<file path="src/rtl/gray_conv_arbiter.sv">
// rtl/gray_conv_arbiter.sv - round-robin arbiter sharing one 4-bit Gray/binary converter between two requesters
// Optional result checker: define GRAY_ARB_CHECK_EN
module gray_conv_arbiter #(
    parameter int TIMEOUT_CYC = 4,
    parameter int CNT_W       = 3
) (
    input  logic       clk,
    input  logic       rst,
    input  logic       req0,
    input  logic [3:0] din0,
    input  logic       mode0,
    output logic       ack0,
    input  logic       req1,
    input  logic [3:0] din1,
    input  logic       mode1,
    output logic       ack1,
    output logic [3:0] conv_din,
    output logic       conv_en,
    output logic       conv_gray_n,
    input  logic [3:0] conv_dout,
    input  logic       conv_valid,
    output logic       rsp_valid,
    input  logic       rsp_ready,
    output logic       rsp_id,
    output logic [3:0] rsp_data,
    output logic       rsp_err,
    output logic       busy
);

    typedef enum logic [1:0] {
        S_IDLE  = 2'd0,
        S_DRIVE = 2'd1,
        S_RESP  = 2'd2
    } state_t;

    localparam logic [CNT_W-1:0] CNT_LAST = CNT_W'(TIMEOUT_CYC - 1);

    state_t           state_q;
    logic             ptr_q;
    logic             granted_q;
    logic [CNT_W-1:0] cnt_q;
    logic [CNT_W-1:0] cnt_d;
    logic             ack0_q;
    logic             ack1_q;
    logic [3:0]       conv_din_q;
    logic             conv_en_q;
    logic             conv_gray_n_q;
    logic             rsp_valid_q;
    logic             rsp_id_q;
    logic [3:0]       rsp_data_q;
    logic             rsp_err_q;
    logic             grant_id_d;
    logic             chk_err;

    // Winner selection: a lone request wins outright; the first tie after reset
    // goes to requester 0, later ties go to whoever was not granted last.
    always_comb begin
        grant_id_d = 1'b0;
        if (req0 && req1) begin
            grant_id_d = granted_q ? ~ptr_q : 1'b0;
        end else begin
            grant_id_d = req1;
        end
    end

    assign cnt_d = cnt_q + 1'b1;

`ifdef GRAY_ARB_CHECK_EN
    logic [3:0] exp_dout;

    // Reference conversion of the registered operand; Gray->binary bit i is the XOR of all bits at or above i.
    always_comb begin
        exp_dout = 4'b0000;
        if (conv_gray_n_q) begin
            for (int i = 0; i < 4; i++) begin
                exp_dout[i] = ^(conv_din_q >> i);
            end
        end else begin
            exp_dout = conv_din_q ^ (conv_din_q >> 1);
        end
    end

    assign chk_err = (conv_dout != exp_dout);
`else
    assign chk_err = 1'b0;
`endif

    // Sequencer: grant in IDLE, wait bounded time for the converter in DRIVE, hold the response in RESP.
    always_ff @(posedge clk) begin
        if (rst) begin
            state_q       <= S_IDLE;
            ptr_q         <= 1'b0;
            granted_q     <= 1'b0;
            cnt_q         <= '0;
            ack0_q        <= 1'b0;
            ack1_q        <= 1'b0;
            conv_din_q    <= 4'b0000;
            conv_en_q     <= 1'b0;
            conv_gray_n_q <= 1'b0;
            rsp_valid_q   <= 1'b0;
            rsp_id_q      <= 1'b0;
            rsp_data_q    <= 4'b0000;
            rsp_err_q     <= 1'b0;
        end else begin
            ack0_q <= 1'b0;
            ack1_q <= 1'b0;
            case (state_q)
                S_IDLE: begin
                    if (req0 || req1) begin
                        conv_din_q    <= grant_id_d ? din1 : din0;
                        conv_gray_n_q <= grant_id_d ? mode1 : mode0;
                        conv_en_q     <= 1'b1;
                        rsp_id_q      <= grant_id_d;
                        ack0_q        <= ~grant_id_d;
                        ack1_q        <= grant_id_d;
                        cnt_q         <= '0;
                        ptr_q         <= grant_id_d;
                        granted_q     <= 1'b1;
                        state_q       <= S_DRIVE;
                    end
                end
                S_DRIVE: begin
                    if (conv_valid) begin
                        rsp_data_q  <= conv_dout;
                        rsp_err_q   <= chk_err;
                        rsp_valid_q <= 1'b1;
                        conv_en_q   <= 1'b0;
                        state_q     <= S_RESP;
                    end else if (cnt_q == CNT_LAST) begin
                        rsp_data_q  <= 4'b0000;
                        rsp_err_q   <= 1'b1;
                        rsp_valid_q <= 1'b1;
                        conv_en_q   <= 1'b0;
                        state_q     <= S_RESP;
                    end else begin
                        cnt_q <= cnt_d;
                    end
                end
                S_RESP: begin
                    if (rsp_valid_q && rsp_ready) begin
                        rsp_valid_q <= 1'b0;
                        rsp_err_q   <= 1'b0;
                        state_q     <= S_IDLE;
                    end
                end
                default: begin
                    state_q <= S_IDLE;
                end
            endcase
        end
    end

    assign ack0        = ack0_q;
    assign ack1        = ack1_q;
    assign conv_din    = conv_din_q;
    assign conv_en     = conv_en_q;
    assign conv_gray_n = conv_gray_n_q;
    assign rsp_valid   = rsp_valid_q;
    assign rsp_id      = rsp_id_q;
    assign rsp_data    = rsp_data_q;
    assign rsp_err     = rsp_err_q;
    assign busy        = (state_q != S_IDLE);

endmodule

</file>
<file path="config.mk">
export PLATFORM = sky130hd
export DESIGN_NAME = gray_conv_arbiter
export DESIGN_NICKNAME = d
export VERILOG_FILES = /design/src/rtl/gray_conv_arbiter.sv
export SDC_FILE = /design/constraint.sdc
export NUM_CORES = 1
export LEC_CHECK = 0
export CORE_MARGIN = 2
export CORE_UTILIZATION = 40
export DETAILED_ROUTE_END_ITERATION = 10
export GPL_TIMING_DRIVEN = 0
export PLACE_DENSITY_LB_ADDON = 0.15
export SKIP_LAST_GASP = 1
export SYNTH_ARGS = -nofsm -noshare
export SYNTH_HDL_FRONTEND = slang
export SYNTH_SLANG_ARGS = --single-unit
</file>
<file path="constraint.sdc">
create_clock -name clk -period 4.85 [get_ports clk]
set_input_delay 0.485 -clock clk [delete_from_list [all_inputs] [get_ports clk]]
set_output_delay 0.485 -clock clk [all_outputs]
set_load 0.1 [all_outputs]
</file>
---- After elaboration in Yosys (flattened, before gate mapping) ----
Cells that the tools add are included.
word-level totals
  register bits after elaboration ......... 21
  input bits .............................. 20
  output and inout port bits .............. 16
  word-level logic and storage cells ...... 65
cells by class
  $add $sub $neg .......................... 1
  equal/unequal tests ..................... 8
  multiplexer cells ....................... 25
  bitwise operators ....................... 4
  reductions and logical operators ........ 15
operators with widths
  operator                                                          number
  4-bit 2-to-1 mux                                                  3
  1-bit 2-to-1 mux                                                  10
  3-bit 2-to-1 mux                                                  3
  3-bit AND reduction                                               3
  2-bit 2-to-1 mux                                                  4
  2-bit inequality test (second input constant)                     4
  2-bit nonzero test                                                4
  1-bit case mux with 2 select lines                                3
  2-bit case mux with 3 select lines                                1
  3-bit case mux with 2 select lines                                1
  1-bit inverter                                                    4
  2-bit AND reduction                                               2
  4-bit AND reduction                                               1
  3-bit by 1-bit adder with 3-bit output (second input constant)    1
  3-bit by 2-bit == test with 1-bit output (second input constant)  1
  3-bit inequality test (second input constant)                     1
  3-bit OR reduction                                                1
  2-bit by 1-bit == test with 1-bit output (second input constant)  1
  2-bit == test (second input constant)                             1
  1-bit logical AND                                                 2
  2-bit logical NOT                                                 1
  1-bit logical OR                                                  1

---- Longest topological paths before layout ----
Gate-level depths: netlist of run 1.
  word-level depth ........................ 4
  gate-level depth with buffers ........... 6
  depth with buffers taken out ............ 5

---- Worst setup path before layout of run 1 ----
Ideal clock, no wire load.
  path type ............................... register to register
  from .................................... reg rsp_id (netlist name)
  to ...................................... reg conv_din_q[0], in the netlist conv_din[0]
  library setup time ...................... 134 ps
  data arrival time ....................... 1693 ps
  required time ........................... 4716 ps
  path slack .............................. 3024 ps
  cell stages (with the launch flop) ...... 4
  path buffers ............................ 0
  period minus slack after synthesis ...... 1826 ps
  cell sequence ........................... dfxtp_1 nor2b_1 a2111oi_0 nor4_1
RTL lines
  what                  RTL line  text
  to (signal assigned)  110       conv_din_q <= grant_id_d ? din1 : din0;
  to (decl)             45        logic [3:0] conv_din_q;

---- Worst setup path after layout of run 1 ----
  from .................................... reg state_q[0]
  to ...................................... out busy
between the ends
  word-level cells in the longest chain between the ends .. 1
ends and longest elaborated chain
  what                    RTL line  text
  from (decl)             38        state_t state_q;
  from (signal assigned)  91        state_q <= S_IDLE;
  from (signal assigned)  119       state_q <= S_DRIVE;
  from (signal assigned)  128       state_q <= S_RESP;
  2-bit nonzero test      162       assign busy = (state_q != S_IDLE);
  to (decl)               27        output logic busy
No other way between the ends.

==> results of run 1 <==
## layout by cell type (no fill, tap or decap), types with 2 or more instances in the layout
cell type and instances:
o211ai_1 2, o21ai_0 8, nor4_1 5, or2_2 2, dfxtp_1 21, a41o_1 2
nor2_1 3, ha_1 2, a21oi_1 15, clkbuf_1 4, inv_1 5, a2111oi_0 11
nand2b_1 3, clkdlybuf4s50_1 33, clkbuf_4 3, nand2_1 6
## state kept, by name, summed over array words and instances (netlist names)
signal,cells
rsp_data,4
granted_q,1
cnt_q,3
rsp_err,1
conv_gray_n,1
conv_din,4
rsp_id,1
ack0,1
conv_en,1
rsp_valid,1
ack1,1
state_q,2
## power by group through the flow
stage | combinational, mW | sequential, mW | clock [mW]
after floorplan | 0.0509 | 0.279 | 0
after CTS | 0.182 | 0.195 | 0.0897
final | 0.181 | 0.195 | 0.0869
after global routing | 0.191 | 0.197 | 0.0963
after detailed placement | 0.181 | 0.199 | 0
after global placement | 0.180 | 0.199 | 0
## logic make-up after synthesis
logic type | share of synthesized area [%]
compound gates | 29.5
fa+ha+maj | 2.71
buf+inv | 5.55
flops | 45.5
simple gates | 16.7
## routing by layer
metal / GRT usage [%] / vias up
li1: - / 470
met4: 9.21 / 0
met3: 3.45 / 4
met2: 33.1 / 29
met1: 20.9 / 405
met5: 0 / -
## worst min-delay path by stage
stage | startpoint | end | cells after the start
after detailed placement | rsp_data[2] | rsp_data[2] | 2
after global routing | rsp_data[2] | rsp_data[2] | 2
after CTS | rsp_data[2] | rsp_data[2] | 2
after floorplan | granted_q | granted_q | 2
final | rsp_data[2] | rsp_data[2] | 2
after global placement | rsp_data[2] | rsp_data[2] | 2
## layout make-up
class	instances	area share, %
tap	28	2.66
clock inverter	1	0.380
timing repair buffer	33	25.1
inverter	6	1.71
sequential	21	31.9
multi-input combinational	70	34.3
clock buffer	3	1.71
buffer	7	2.19
## worst reg2reg max path, stage by stage, from the launching register on
cell      delay (ns)
dfxtp_1         0.35
ha_1            0.20
ha_1            0.19
or4b_1          0.47
clkbuf_2        0.17
or2_1           0.23
a21oi_2         0.13
## metrics by stage
| step | hold slack, ns | instance area [um2] | worst slack, ns | instances | util [%] |
|---|---|---|---|---|---|
| 4_1_cts | 0.485 | 1320 | 2.03 | 169 | 60.1 |
| 5_1_grt | 0.510 | 1320 | 1.93 | 169 | 60.1 |
| 6_report | 0.485 | 1320 | 2.04 | 169 | 60.1 |
| 3_3_place_gp | 0.459 | 1290 | 2.41 | 165 | 58.8 |
| 3_5_place_dp | 0.467 | 1290 | 2.40 | 165 | 58.8 |
| 2_1_floorplan | 0.452 | 923 | 3.02 | 104 | - |
==> results by group, run 1 <==
Run status
  – Status: complete, no violations

Power
  – LEAKAGE: 0.479 nW
  – Switching power of the nets: 196 uW
  – Peak VDD IR: 0.253 mV
  – Sw frac: 42.3%
  – PD cells: 352 nW/um2
  – Internal: 267 uW
  – Overall Power: 463 uW
  – Share of power burned in the clock network: 18.7%
  – Reg power frac: 42.2%
  – Logic pwr share: 39.1%

Drt
  – Initial DRC Count: 14
  – Drt via density: 5.37
  – # DRC: 0
  – Routed Antenna Nets: 0
  – Detailed Route WL: 2.23 mm
  – DRT Pass-1 Iters: 4
  – WL met2: 1.08 mm
  – M1 wire length: 999 um
  – Wire per inst: 13.2 um
  – Vias: 908
  – DR WL met3: 104 um
  – Top sig layer: met4

Setup path
  – Bufs and invs on worst path: 3
  – Critical Path RT: 4.37 ns
  – Critical path's slowest cell: clkdlybuf4s50_1
  – Critical Path Sink: busy
  – CP Cell Sequence: nor2_2 > inv_2 > buf_2 > clkdlybuf4s50_1
  – Critical path depth: 4
  – Reg2Reg Capture Point: cnt_q[0]
  – Worst Setup SP: state_q[0]
  – Worst r2r src: cnt_q[0]
  – Worst reg-to-reg path cell count: 6
  – Setup crit end kind: primary output
  – Setup slack, reg-to-reg: 3.06 ns
  – CP Launch Type: flip-flop
  – Setup CP Type: flip-flop to primary output
  – CP arrival: 2.32 ns
  – Crit path max-delay family: buffers and inverters
  – Worst-path fanout max: 10
  – CP max stage delay: 1.16 ns

Layout
  – Filler cell count in the final layout: 202
  – Multi-input gate area: 452 um2
  – Nets: 164
  – Layout cells sized above 1: 7.80%
  – Layout area overhead: 42.5%
  – FF/Latch Area: 420 um2
  – Ant diodes: 0

Logic synthesis
  – Syn Area/Cell: 8.88 um2
  – Main flop type after synthesis: dfxtp_1
  – EDFF count, synth: 0
  – Sequential area share after synthesis: 45.5%
  – Top-count cell post-synth: dfxtp_1
  – Leading area contributor after synthesis: dfxtp_1
  – Synth area leaders: dfxtp_1, a2111oi_0, a21oi_1, o21ai_0, nor4_1
  – Synthesized Nets: 126
  – Synthesized cell area: 923 um2
  – Unique masters post-synth: 29
  – Asr flop ratio synth: 0%
  – #FFs+latches synth: 21
  – Yosys warning total: 0
  – Commonest cells post-synth: dfxtp_1, a21oi_1, a2111oi_0
  – Syn Inst Count: 104
  – Post-synth top area share: 45.5%

Flow run
  – Max Cap Viol: 0

Clock network
  – # clock sinks: 21
  – Post-cts resize count: 0
  – # hold bufs at CTS: 0
  – Clk buf depth: 2
  – Total CTS buffers: 3
  – Clk slew on worst S/H paths: 0.13 ns
  – CTS tree: yes
  – H-tree levels: 1
  – Setup bufs post-CTS: 0
  – Root Driver: clkbuf_4
  – Worst-skew pair later-pin latency: 0.31 ns

GRT
  – First-pass GRT wire length: 3.68 mm
  – Largest net degree at the start of global routing: 13
  – Vias in the first global route: 877
  – GRT Resource Usage Total: 18.6%
  – GRT overflow: 0
  – Antenna violations before repair: 0

Die
  – FP Rows: 17
  – Die Span X: 52.0 um
  – Core box area: 2190 um2
  – Die Ht: 52.0 um
  – Starting density of the core: 42.1%
  – I/O pin cnt: 36
  – Die area: 2710 um2

Timing
  – Fin. max-slew vios: 0
  – Setup-failing EPs final: 0
  – Max Clock Freq: 356 MHz
  – Clock Skews: 0.00610 ns
  – Final period util: 57.9%
  – Slew HR: 35.3%
  – Worst-Margin Slew: 0.968 ns
  – RSZ-0062 raised after global routing: no
  – Min Tclk post-route: 2.81 ns
  – Fin Setup TNS: 0 ns
  – Fin. Hold Viols: 0

Placement
  – DP HPWL: 1.63 mm
  – Final Wtd Congestion: 0.771
  – Number of port buffers: 33

Min path
  – Worst Hold Class: flip-flop to flip-flop
Power figures use the tool's default switching activity.
==> run 2, diff against run 1 <==
==> constraint.sdc (replaced) <==
create_clock -name clk -period 2.7 [get_ports clk]
set_input_delay 0.27 -clock clk [delete_from_list [all_inputs] [get_ports clk]]
set_output_delay 0.27 -clock clk [all_outputs]
set_load 0.1 [all_outputs]
==> run 2 against run 1 <==
  * Register-to-register slack got worse by 2.2 ns
  * Non-clock buffer count stayed put
  * Sequential share of layout area down 0.061 points
  * Routed wire length up 0.76%
  * Sequential power rose by 80%
  * Die area unchanged
  * Clock skew is 0.00050 ns higher
  * Worst hold slack got worse by 0.11 ns
  * Via count rose by 0.66%
  * Global-route usage did not move
  * Critical path type unchanged
  * Highest routed layer unchanged
  * Cell count is the same
  * Clock power rose by 80%
  * Critical endpoint unchanged
==> results by group, run 2 (synthesis results as in run 1) <==
Run status
  – Status: complete, no violations

Clock network
  – Clk buf depth: 2
  – Post-cts resize count: 0
  – Clk slew on worst S/H paths: 0.13 ns
  – H-tree levels: 1
  – # hold bufs at CTS: 0
  – Total CTS buffers: 3
  – Setup bufs post-CTS: 0
  – Worst-skew pair later-pin latency: 0.31 ns
  – Root Driver: clkbuf_4
  – # clock sinks: 21
  – CTS tree: yes

Placement
  – Placed Area: 1290 um2
  – DP HPWL: 1.63 mm
  – Dpl ws: 0.464 ns
  – Number of port buffers: 33
  – Final Wtd Congestion: 0.771

Drt
  – DR WL met3: 123 um
  – Wire per inst: 13.3 um
  – Drt via density: 5.41
  – WL met2: 1.08 mm
  – Vias: 914
  – Detailed Route WL: 2.25 mm
  – DRT Pass-1 Iters: 4
  – Routed Antenna Nets: 0
  – M1 wire length: 998 um
  – Top sig layer: met4
  – # DRC: 0
  – Initial DRC Count: 14

Timing
  – Worst-Margin Slew: 0.968 ns
  – Max Clock Freq: 454 MHz
  – Final period util: 81.6%
  – Fin Setup TNS: 0 ns
  – Setup-failing EPs final: 0
  – Clock Skews: 0.00660 ns
  – Final WS setup: 0.498 ns
  – Fin. max-slew vios: 0
  – Slew HR: 35.3%
  – RSZ-0062 raised after global routing: no
  – Fin. Hold Viols: 0
  – Min Tclk post-route: 2.20 ns

Layout
  – Multi-input gate area: 452 um2
  – Filler cell count in the final layout: 202
  – Most frequent cells in the layout: clkdlybuf4s50_1, dfxtp_1, a21oi_1
  – Layout area overhead: 42.8%
  – Layout cells sized above 1: 7.80%
  – Final instance area: 1320 um2
  – FF/Latch Area: 420 um2
  – Most common cell after layout, fill and taps aside: clkdlybuf4s50_1
  – Nets: 164
  – Ant diodes: 0

Min path
  – Worst Hold Class: input port to flip-flop

GRT
  – GRT Resource Usage Total: 18.6%
  – Largest net degree at the start of global routing: 13
  – GRT overflow: 0
  – Antenna violations before repair: 0
  – First-pass GRT wire length: 3.68 mm
  – Vias in the first global route: 877

Setup path
  – Setup CP Type: flip-flop to primary output
  – Worst-path fanout max: 10
  – CP max stage delay: 0.77 ns
  – Setup crit end kind: primary output
  – Crit path max-delay family: buffers and inverters
  – Critical path's slowest cell: dlymetal6s2s_1
  – CP arrival: 1.93 ns
  – Critical Path RT: 2.43 ns
  – Bufs and invs on worst path: 3
  – CP Launch Type: flip-flop
  – CP Cell Sequence: nor2_2 > inv_2 > buf_2 > dlymetal6s2s_1

Power
  – PD cells: 632 nW/um2
  – Peak VDD IR: 0.455 mV
  – Overall Power: 833 uW
  – LEAKAGE: 0.491 nW

Die
  – Die Span X: 52.0 um
  – Starting density of the core: 42.1%
  – FP Rows: 17
  – Die Ht: 52.0 um
  – Core box area: 2190 um2
  – Die area: 2710 um2
  – I/O pin cnt: 36

Flow run
  – Max Cap Viol: 0
[run 2: worst reg2reg max path, cell delays in order, from the launching register on]
cell and delay [ns]:
dfxtp_1 0.35, ha_1 0.20, ha_1 0.19, or4b_1 0.47, clkbuf_2 0.17, or2_1 0.23, a21oi_2 0.13
[run 2: layout make-up]
class	count	area share, %
clock inverters	1	0.380
plain buffers	7	2.18
repair buffers	33	25.2
inverters	6	1.71
multi-input cells	70	34.3
clock buffers	3	1.71
flip-flops and latches	21	31.9
well taps	28	2.66
[run 2: report_power, final]
| group | internal, mW | switching, mW | total, mW | leakage (nW) |
|---|---|---|---|---|
| combinational | 0.0890 | 0.237 | 0.325 | 0.300 |
| clock | 0.0553 | 0.101 | 0.156 | 0.0177 |
| sequential | 0.336 | 0.0153 | 0.351 | 0.173 |
[run 2: through the flow]
step	instances	util (%)	hold slack, ns
after floorplan	104	-	0.362
after global placement	165	58.8	0.459
after detailed placement	165	58.8	0.467
after CTS	169	60.1	0.359
after global routing	169	60.2	0.384
final	169	60.2	0.377
[run 2: path summary, 6_finish.rpt]
kind / start / end / slack, ns / cells after the start
max: state_q[0] / busy / 0.50 / 4
min: req1 / rsp_id / 0.38 / 3
max reg2reg: cnt_q[0] / cnt_q[0] / 0.91 / 6
min reg2reg: rsp_data[2] / rsp_data[2] / 0.48 / 2
[run 2: layer usage]
metal / vias to the layer above / GRT usage (%)
met5: - / 0
met4: 0 / 9.21
met3: 4 / 3.45
met2: 37 / 33.1
met1: 406 / 20.9
li1: 467 / -
==> run 3, diff against run 2 <==
--- a/config.mk
+++ b/config.mk
@@ -6,7 +6,7 @@
 export NUM_CORES = 1
 export LEC_CHECK = 0
 export CORE_MARGIN = 2
-export CORE_UTILIZATION = 40
+export CORE_UTILIZATION = 38
 export DETAILED_ROUTE_END_ITERATION = 10
 export GPL_TIMING_DRIVEN = 0
 export PLACE_DENSITY_LB_ADDON = 0.15
==> constraint.sdc (replaced) <==
create_clock -name clk -period 2 [get_ports clk]
set_input_delay 0.2 -clock clk [delete_from_list [all_inputs] [get_ports clk]]
set_output_delay 0.2 -clock clk [all_outputs]
set_load 0.1 [all_outputs]
==> run 3 against run 2 <==
  * Global-route usage increased by 0.67 points
  * Core utilization down 0.93 points
  * Routed wire length up 2.2%
  * Flip-flop and latch count did not move
  * Register-to-register slack got worse by 0.68 ns
  * Worst setup slack worse by 0.46 ns
  * Total power rose by 33%
  * First-iteration DRC count increased by 14%
==> results by group, run 3 (synthesis results as in run 1) <==
Placement
  – Number of port buffers: 33
  – Placed cell count: 165
  – Final Wtd Congestion: 0.814
  – DP HPWL: 1.71 mm

GRT
  – M3 GR Usage: 3.11%
  – GRT overflow: 0
  – Antenna violations before repair: 0
  – GRT Resource Usage Total: 19.3%
  – Largest net degree at the start of global routing: 12
  – First-pass GRT wire length: 4.11 mm
  – Met1 usage: 24.4%
  – Vias in the first global route: 937
  – Met2 usage: 32.7%
  – Most Used Layer, Global Route: met2

Drt
  – Wire per inst: 13.6 um
  – Routed Antenna Nets: 0
  – # DRC: 0
  – Detailed Route WL: 2.30 mm
  – Drt via density: 5.46
  – Vias: 923
  – DRT Pass-1 Iters: 4
  – Initial DRC Count: 16

Timing
  – Max Clock Freq: 510 MHz
  – Fin. Hold Viols: 0
  – Final period util: 98.0%
  – Fin Setup TNS: 0 ns
  – Setup-failing EPs final: 0
  – Fin. max-slew vios: 0
  – Clock Skews: 0.00172 ns
  – Slew HR: 35.4%
  – Worst-Margin Slew: 0.968 ns
  – Min Tclk post-route: 1.96 ns
  – RSZ-0062 raised after global routing: yes

Setup path
  – Bufs and invs on worst path: 1
  – Setup CP Type: flip-flop to primary output
  – Crit path max-delay family: buffers and inverters
  – CP arrival: 1.76 ns
  – CP max stage delay: 1.13 ns
  – Setup crit end kind: primary output
  – Critical Path RT: 1.80 ns
  – Worst-path fanout max: 2
  – Critical path's slowest cell: clkdlybuf4s50_1
  – CP Launch Type: flip-flop
  – CP Cell Sequence: clkdlybuf4s50_1

Die
  – Die Ht: 53.3 um
  – Core box area: 2250 um2
  – FP Rows: 17
  – Die Span X: 53.3 um
  – I/O pin cnt: 36
  – Starting density of the core: 41.0%
  – Die area: 2840 um2

Clock network
  – Root Driver: clkbuf_4
  – Worst-skew pair later-pin latency: 0.29 ns
  – Total CTS buffers: 3
  – H-tree levels: 1
  – Setup bufs post-CTS: 0
  – Clk slew on worst S/H paths: 0.11 ns
  – CTS tree: yes
  – Clk buf depth: 2
  – # clock sinks: 21

Power
  – Overall Power: 1.11 mW
  – LEAKAGE: 0.618 nW
  – Peak VDD IR: 0.545 mV
  – PD cells: 827 nW/um2

Min path
  – Worst Hold Class: input port to flip-flop

Layout
  – Post-route insts no fill: 169
  – Nets: 164
  – Layout area overhead: 44.7%
  – Layout cells sized above 1: 7.80%
  – Filler cell count in the final layout: 224
  – Most frequent cells in the layout: dfxtp_1, clkdlybuf4s50_1, a21oi_1
  – Finished Core Util: 59.3%
  – Most common cell after layout, fill and taps aside: dfxtp_1
  – Ant diodes: 0

Flow run
  – Max Cap Viol: 0

Run status
  – Status: complete, no violations
[run 3: changes by cell type in the layout (fill, tap and decap cells not counted)]
cell,before,now
clkdlybuf4s15_2,0,1
clkdlybuf4s50_1,32,20
dlymetal6s2s_1,1,8
nor2_2,1,0
clkbuf_1,4,5
dlygate4sd2_1,0,4
clkinv_2,1,0
nor2_4,0,1
[run 3: final timing paths]
check | startpoint | end | slack [ns] | cells past startpoint
worst max-delay path | rsp_data[0] | rsp_data[0] | 0.04 | 1
worst min-delay path | req1 | rsp_id | 0.33 | 3
worst max register to register | cnt_q[0] | cnt_q[0] | 0.23 | 6
worst min register to register | rsp_data[2] | rsp_data[2] | 0.48 | 2
[run 3: final cells by class]
type / instances / area, um2 / area share [%]
repair buffers: 33 / 347 / 25.9
multi-input cells: 70 / 457 / 34.2
inverters: 6 / 22.5 / 1.69
plain buffers: 7 / 28.8 / 2.15
clock buffers: 4 / 26.3 / 1.97
well taps: 28 / 35.0 / 2.62
flip-flops and latches: 21 / 420 / 31.5
[run 3: repair_timing]
action / CTS / global route
gates resized for setup: 7 / 9
setup endpoints to repair: 5 / 9
hold buffers: 0 / 0
[run 3: layer usage]
metal | vias up | share of wire, %
met1 | 418 | 43
met2 | 31 | 50
met3 | 2 | 5.7
met4 | 0 | 0.74
li1 | 472 | -
met5 | - | 0
[run 3: stage by stage]
step | cell area [um2] | worst slack, ns | hold slack, ns
floorplan | 923 | 0.174 | 0.292
global placement | 1290 | -0.141 | 0.459
detailed placement | 1290 | -0.159 | 0.468
CTS | 1310 | 0.00207 | 0.313
global route | 1340 | -0.0332 | 0.350
finish | 1340 | 0.0393 | 0.326
[run 3: power by group]
part | internal [mW] | switching [mW]
logic | 0.113 | 0.320
clock network | 0.0775 | 0.120
registers | 0.453 | 0.0208
total | 0.644 | 0.461
